`src/rtl/apb_cmd_master.sv`:
```
// apb_cmd_master: single-outstanding APB master turning a valid/ready command into SETUP/ACCESS phases.
// Define APB_TIMEOUT_EN to add an ACCESS-phase watchdog that aborts after TIMEOUT_CYC cycles.
module apb_cmd_master #(
   parameter int ADDR_W      = 8,
   parameter int DATA_W      = 8,
   parameter int TIMEOUT_CYC = 16
) (
   input  logic              pclk,
   input  logic              preset,
   input  logic              cmd_valid,
   output logic              cmd_ready,
   input  logic              cmd_write,
   input  logic [ADDR_W-1:0] cmd_addr,
   input  logic [DATA_W-1:0] cmd_wdata,
   output logic              rsp_valid,
   input  logic              rsp_ready,
   output logic              rsp_err,
   output logic              rsp_timeout,
   output logic [DATA_W-1:0] rsp_rdata,
   output logic              psel,
   output logic              penable,
   output logic              pwrite,
   output logic [ADDR_W-1:0] paddr,
   output logic [DATA_W-1:0] pwdata,
   input  logic              pready,
   input  logic              pslverr,
   input  logic [DATA_W-1:0] prdata
);
   typedef enum logic [1:0] {IDLE, SETUP, ACCESS} state_t;
   state_t r_state, w_next;
   logic w_accept, w_done, w_abort;
   assign cmd_ready = (r_state == IDLE) && (!rsp_valid || rsp_ready);
   assign w_accept  = cmd_valid && cmd_ready;
   assign w_done    = (r_state == ACCESS) && pready;
`ifdef APB_TIMEOUT_EN
   logic [7:0] r_wdog;
   // pready in the last allowed cycle still completes normally
   assign w_abort = (r_state == ACCESS) && !pready && (r_wdog == 8'(TIMEOUT_CYC - 1));
   always_ff @(posedge pclk or posedge preset) begin
      if (preset)
         r_wdog <= 8'd0;
      else if (r_state == SETUP)
         r_wdog <= 8'd0;
      else if (r_state == ACCESS && !pready)
         r_wdog <= r_wdog + 8'd1;
   end
`else
   assign w_abort = 1'b0;
`endif
   always_ff @(posedge pclk or posedge preset) begin
      if (preset)
         r_state <= IDLE;
      else
         r_state <= w_next;
   end
   always_comb begin
      w_next = r_state == IDLE  ? (w_accept ? SETUP : IDLE) :
               r_state == SETUP ? ACCESS :
               (w_done || w_abort) ? IDLE : ACCESS;
   end
   // decoded from the async-reset state so a reset drops the bus without a clock
   always_comb begin
      psel    = r_state != IDLE;
      penable = r_state == ACCESS;
   end
   always_ff @(posedge pclk or posedge preset) begin
      if (preset) begin
         pwrite      <= 1'b0;
         paddr       <= '0;
         pwdata      <= '0;
         rsp_valid   <= 1'b0;
         rsp_err     <= 1'b0;
         rsp_timeout <= 1'b0;
         rsp_rdata   <= '0;
      end else begin
         if (w_accept) begin
            paddr  <= cmd_addr;
            pwrite <= cmd_write;
            pwdata <= cmd_write ? cmd_wdata : '0;
         end
         if (w_done || w_abort) begin
            rsp_valid   <= 1'b1;
            rsp_err     <= w_done ? pslverr : 1'b1;
            rsp_timeout <= !w_done;
            rsp_rdata   <= (w_done && !pwrite) ? prdata : '0;
         end else if (rsp_ready) begin
            rsp_valid <= 1'b0;
         end
      end
   end
endmodule

```
`config.mk`:
```
export PLATFORM = sky130hd
export DESIGN_NAME = apb_cmd_master
export DESIGN_NICKNAME = d
export VERILOG_FILES = /design/src/rtl/apb_cmd_master.sv
export SDC_FILE = /design/constraint.sdc
export NUM_CORES = 1
export LEC_CHECK = 0
export CAP_MARGIN = 20
export CORE_MARGIN = 1
export CORE_UTILIZATION = 60
export DETAILED_ROUTE_END_ITERATION = 7
export DONT_BUFFER_PORTS = 1
export GPL_ROUTABILITY_DRIVEN = 1
export GPL_TIMING_DRIVEN = 0
export HOLD_SLACK_MARGIN = 0.15
export PLACE_DENSITY = 0.75
export SLEW_MARGIN = 20
export SYNTH_ARGS = -nofsm -noshare
export SYNTH_HDL_FRONTEND = slang
export SYNTH_SLANG_ARGS = --single-unit
```
`constraint.sdc`:
```
create_clock -name pclk -period 3.84 [get_ports pclk]
set_clock_uncertainty 0.2 [all_clocks]
set_input_delay 0.768 -clock pclk [delete_from_list [all_inputs] [get_ports pclk]]
set_output_delay 0.768 -clock pclk [all_outputs]
set_load 0.1 [all_outputs]
```
==> results of run 1 <==
## how the worst max path moves through the flow
| stage | start | end | slack (ps) | cells after the start |
|---|---|---|---|---|
| after floorplan | rsp_valid$_DFFE_PP0P_ | cmd_ready | 1060 | 2 |
| after global placement | rsp_valid$_DFFE_PP0P_ | cmd_ready | 1030 | 2 |
| after detailed placement | rsp_valid$_DFFE_PP0P_ | cmd_ready | 1010 | 2 |
| after CTS | rsp_valid$_DFFE_PP0P_ | cmd_ready | 660 | 2 |
| after global routing | rsp_valid$_DFFE_PP0P_ | cmd_ready | 570 | 2 |
| final | rsp_valid$_DFFE_PP0P_ | cmd_ready | 690 | 2 |
## cell usage after synthesis
library cell / count / area (um2)
a21o_1: 1 / 7.510
and2_1: 2 / 12.51
buf_1: 1 / 3.750
buf_2: 1 / 5.000
buf_6: 1 / 11.26
dfrtp_1: 30 / 750.7
inv_1: 12 / 45.04
mux2_2: 9 / 101.4
mux2_4: 1 / 15.01
mux2i_1: 8 / 80.08
nand2_1: 17 / 63.81
nand2b_1: 9 / 56.30
nand3_4: 1 / 17.52
nand3b_1: 1 / 7.510
nor2_4: 1 / 11.26
nor2b_1: 1 / 6.260
o21ai_0: 8 / 40.04
## metal layers
layer | global-route usage [%] | up-vias
li1 | - | 340
met1 | 22.47 | 358
met2 | 28.22 | 35
met3 | 10.00 | 2
met4 | 10.29 | 0
met5 | 0 | -
## critical path, cell delays in order (launching register included)
cell and delay, ps:
dfrtp_1 740, nand2b_1 330, and2_1 800
## flip-flops by register name (all words and copies together) (netlist names)
register	cells
rsp_timeout	1
rsp_valid	1
rsp_rdata	8
r_state	2
paddr	8
pwdata	8
pwrite	1
rsp_err	1
## cells by family after synthesis
kind of cell	after synthesis	synth area share (%)
AND/OR/NAND/NOR	32	14.18
flip-flops	30	60.79
multiplexers	18	15.91
buffers and inverters	15	5.267
AO/OA/AOI/OAI	9	3.850
## cell type report
| cell class | count | area [um2] |
|---|---|---|
| Clock buffer | 6 | 51.30 |
| Fill cell | 159 | 619.3 |
| Buffer | 3 | 20.02 |
| Sequential cell | 30 | 750.7 |
| Multi-Input combinational cell | 59 | 421.7 |
| Inverter | 12 | 45.04 |
| Tap cell | 27 | 33.78 |
## stage by stage
stage,instance area (um2),utilization (%),setup WS (ps),instances
2_1_floorplan,1235,-,1056,104
3_3_place_gp,1269,65.34,1025,131
3_5_place_dp,1271,65.46,1013,131
4_1_cts,1323,68.11,655.1,137
5_1_grt,1323,68.11,570.7,137
6_report,1323,68.11,690.7,137
==> impl_metrics.csv, run 1 <==
group,metric,value,unit
place,io_buffers,0,
synth,ys_seq_area_share,60.79,%
global_route,grt_pass1_wl,2725,um
synth,synth_seq_cells,30,
global_route,grt_pass1_vias,638,
critical_path,reg2reg_depth,4,
critical_path,r2r_slack,1610,ps
layout,n_antenna_cell,0,
routing,drc,0,
critical_path,r2r-end,"paddr[4]$_DFFE_PP0P_",
routing,dr_wl_met2,962,um
layout,drive_gt1_share,20.00,%
critical_path,reg2reg_from,"rsp_valid$_DFFE_PP0P_",
synth,avgSynthCellArea,11.87,um2
routing,viasPerCell,5.365,
clocking,cts_max_level,2,
routing,wl_per_cell,13.94,um
layout,layout_commonest_cell,"dfrtp_1",
global_route,grt_max_degree,31,
sta,hold_slack,196.6,ps
clocking,clk_pin_slew_worst_paths,80,ps
floorplanning,dieArea,0.002243,mm2
global_route,antenna_found_initial,0,
sta,tightestPinTransition,1074,ps
clocking,cts_setup_buffers,0,
synth,yosysUniqueCellTypes,17,
floorplanning,die_x,47.37,um
clocking,cts_buffer_depth,2,
layout,num-nets-final,142,
clocking,cts_tree,"yes",
place,gp_congestion,0.5966,
synth,syn_area,0.001235,mm2
critical_path,cp.arrival,2180,ps
sta,slew_viol_final,0,
job,drv_cap,0,
clocking,numCtsBuffers,5,
routing,num_vias,735,
floorplanning,fp-row-count,16,
status,outcome,"complete, no violations",
floorplanning,io_pins,62,
routing,wl_met3,164,um
sta,slew_headroom,28.40,%
routing,final_antenna_net_count,0,
floorplanning,coreArea,0.001942,mm2
layout,mostFrequentLayoutCells,"30 x dfrtp_1, 17 x nand2_1, 11 x inv_1",
routing,routed_wl,1910,um
sta,min_period,3149,ps
routing,first_pass_iters,4,
critical_path,timing_worst_setup_path_type,"reg2out",
global_route,track_usage,19.09,%
clocking,postCtsHoldBufs,0,
clocking,cts.sinks,30,
routing,m1WireLength,762,um
sta,finalHoldViolCount,0,
critical_path,start_kind,"flop",
critical_path,cp.required,2870,ps
synth,syn_inst,104,
sta,timing.fmax,317.5,MHz
sta,setup-violations-final,0,
clocking,root_buffer,"clkbuf_4",
global_route,gr-total-overflow,0,
clocking,worstSkewPairLatency,310,ps
clocking,ctsResizeCount,0,
critical_path,path_max_fanout,3,
worst_hold_path,hold_path.class,"in2async",
critical_path,setup.worst_path.end_class,"output port",
routing,drt-initial-drc-count,7,
sta,tns,0,ps
synth,synth.net_count,135,
synth,ys_warn_count,0,
layout,area_growth,7.092,%
routing,maxUsedRoutingLayer,"met4",
sta,rsz0062_at_grt,"false",
floorplanning,start_util,63.60,%
sta,fin_crit_sh,82.01,%
floorplanning,die_h,47.37,um
Power of run 1 is not shown: default switching activity piles up to over one toggle a cycle in this logic, so the estimate is an artifact.
==> inputs of run 2 (changes only) <==
Settings changed: CORE_UTILIZATION 60 to 54, PLACE_DENSITY 0.75 to 0.71.
Clock period 3.84 ns to 2.85 ns, I/O delays scaled along.
==> run 2 against run 1 <==
Effect of this change:
- routed wire length up 7.5%
- register-to-register slack worse by 990 ps
- via count down 0.41%
- non-clock buffer count up 1
==> impl_metrics.csv, run 2 (synthesis gave the netlist of run 1 again) <==
group,metric,value,unit
layout,area_growth,7.497,%
sta,slew_headroom,28.33,%
clocking,worstSkewPairLatency,320,ps
routing,wl_per_cell,14.78,um
job,drv_cap,0,
global_route,grt_pass1_vias,735,
critical_path,cp.required,2080,ps
routing,final_antenna_net_count,0,
worst_hold_path,hp-start,"cmd_wdata[2]",
layout,nFillCells,175,
critical_path,setup.worst_path.end_class,"output port",
worst_hold_path,hold_depth,2,
floorplanning,fp-row-count,16,
clocking,cts.sinks,30,
critical_path,reg2reg_depth,4,
floorplanning,dieArea,0.002482,mm2
sta,tightestPinTransition,1075,ps
clocking,cts_setup_buffers,0,
sta,timing.fmax,365.6,MHz
critical_path,path_max_fanout,3,
sta,slew_viol_final,0,
floorplanning,coreArea,0.002062,mm2
global_route,grt_pass1_wl,3346,um
floorplanning,die_h,49.82,um
clocking,cts_tree,"yes",
critical_path,timing_worst_setup_path_type,"reg2out",
clocking,cts_max_level,2,
layout,reg_top3,"paddr: 8 flops, pwdata: 8 flops, rsp_rdata: 8 flops",
critical_path,r2r_slack,620,ps
status,outcome,"complete, no violations",
global_route,gr-total-overflow,0,
routing,drc,0,
clocking,cts_buffer_depth,2,
sta,fin_crit_sh,95.97,%
layout,n_antenna_cell,0,
floorplanning,io_pins,62,
worst_hold_path,min_to,"pwdata[2]$_DFFE_PP0P_",
floorplanning,die_x,49.82,um
sta,setup-violations-final,0,
routing,routed_wl,2054,um
clocking,clk_pin_slew_worst_paths,80,ps
sta,rsz0062_at_grt,"false",
sta,finalHoldViolCount,0,
sta,tns,0,ps
critical_path,r2r-end,"paddr[4]$_DFFE_PP0P_",
routing,drt-initial-drc-count,4,
floorplanning,start_util,59.89,%
critical_path,start_kind,"flop",
layout,layout_commonest_cell,"dfrtp_1",
layout,drive_gt1_share,19.64,%
layout,mostFrequentLayoutCells,"30 x dfrtp_1, 17 x nand2_1, 11 x inv_1",
sta,hold_slack,182.9,ps
global_route,antenna_found_initial,0,
global_route,track_usage,19.43,%
worst_hold_path,hold_path.class,"in2reg",
place,gp_congestion,0.6399,
routing,num_vias,732,
global_route,grt_max_degree,31,
critical_path,cp.arrival,1970,ps
critical_path,reg2reg_from,"rsp_valid$_DFFE_PP0P_",
layout,num-nets-final,143,
place,post-dp-hpwl,1486,um
sta,min_period,2735,ps
clocking,root_buffer,"clkbuf_4",
clocking,numCtsBuffers,5,
routing,first_pass_iters,4,
place,io_buffers,0,
routing,viasPerCell,5.266,
-- run 2: cell types whose count changed in the layout (fill, tap and decap cells not counted) --
cell	delta
dlygate4sd3_1	+1
clkbuf_8	-1
and2_1	-1
and2_2	+1
clkbuf_1	+2
-- run 2: how the worst max path moves through the flow --
stage / startpoint / slack, ps / end
final: rsp_valid$_DFFE_PP0P_ / 110 / cmd_ready
after global placement: rsp_valid$_DFFE_PP0P_ / 230 / cmd_ready
after detailed placement: rsp_valid$_DFFE_PP0P_ / 220 / cmd_ready
after global routing: rsp_valid$_DFFE_PP0P_ / 20 / cmd_ready
after floorplan: rsp_valid$_DFFE_PP0P_ / 260 / cmd_ready
after CTS: rsp_valid$_DFFE_PP0P_ / 90 / cmd_ready
-- run 2: what timing repair did --
item | 4_1_cts | 5_1_grt
endpoints found under the setup margin | 1 | 0
hold buffers | 0 | 1
endpoints found under the hold margin | 0 | 30
gates resized for setup | 1 | 0
-- run 2: layout make-up --
type,count,area (um2),area share (%)
Buffer,3,20.02,1.508
Timing Repair Buffer,1,10.01,0.7540
Sequential cell,30,750.7,56.55
Multi-Input combinational cell,59,422.9,31.86
Clock buffer,7,45.04,3.393
Inverter,12,45.04,3.393
Tap cell,27,33.78,2.545
-- run 2: worst max-delay path, stage by stage, from the launching register on --
cell      delay, ps
dfrtp_1         930
nand2b_1        260
and2_2          450
-- run 2: metal layers --
metal,up-vias,GRT usage (%),part of all wire [%]
li1,346,-,-
met1,342,20.29,39
met2,38,31.08,49
met3,6,11.73,9.7
met4,0,8.571,1.8
met5,-,0,0
-- run 2: metrics by stage --
| step | instance area [um2] | worst slack (ps) | utilization (%) | std cells |
|---|---|---|---|---|
| final | 1328 | 114.8 | 64.38 | 139 |
| after global routing | 1328 | 22.94 | 64.38 | 139 |
| after CTS | 1318 | 85.44 | 63.90 | 138 |
| after detailed placement | 1271 | 222.6 | 61.65 | 131 |
| after global placement | 1269 | 232.5 | 61.53 | 131 |
| after floorplan | 1235 | 264.0 | - | 104 |
Power of run 2 is left out for the same reason.
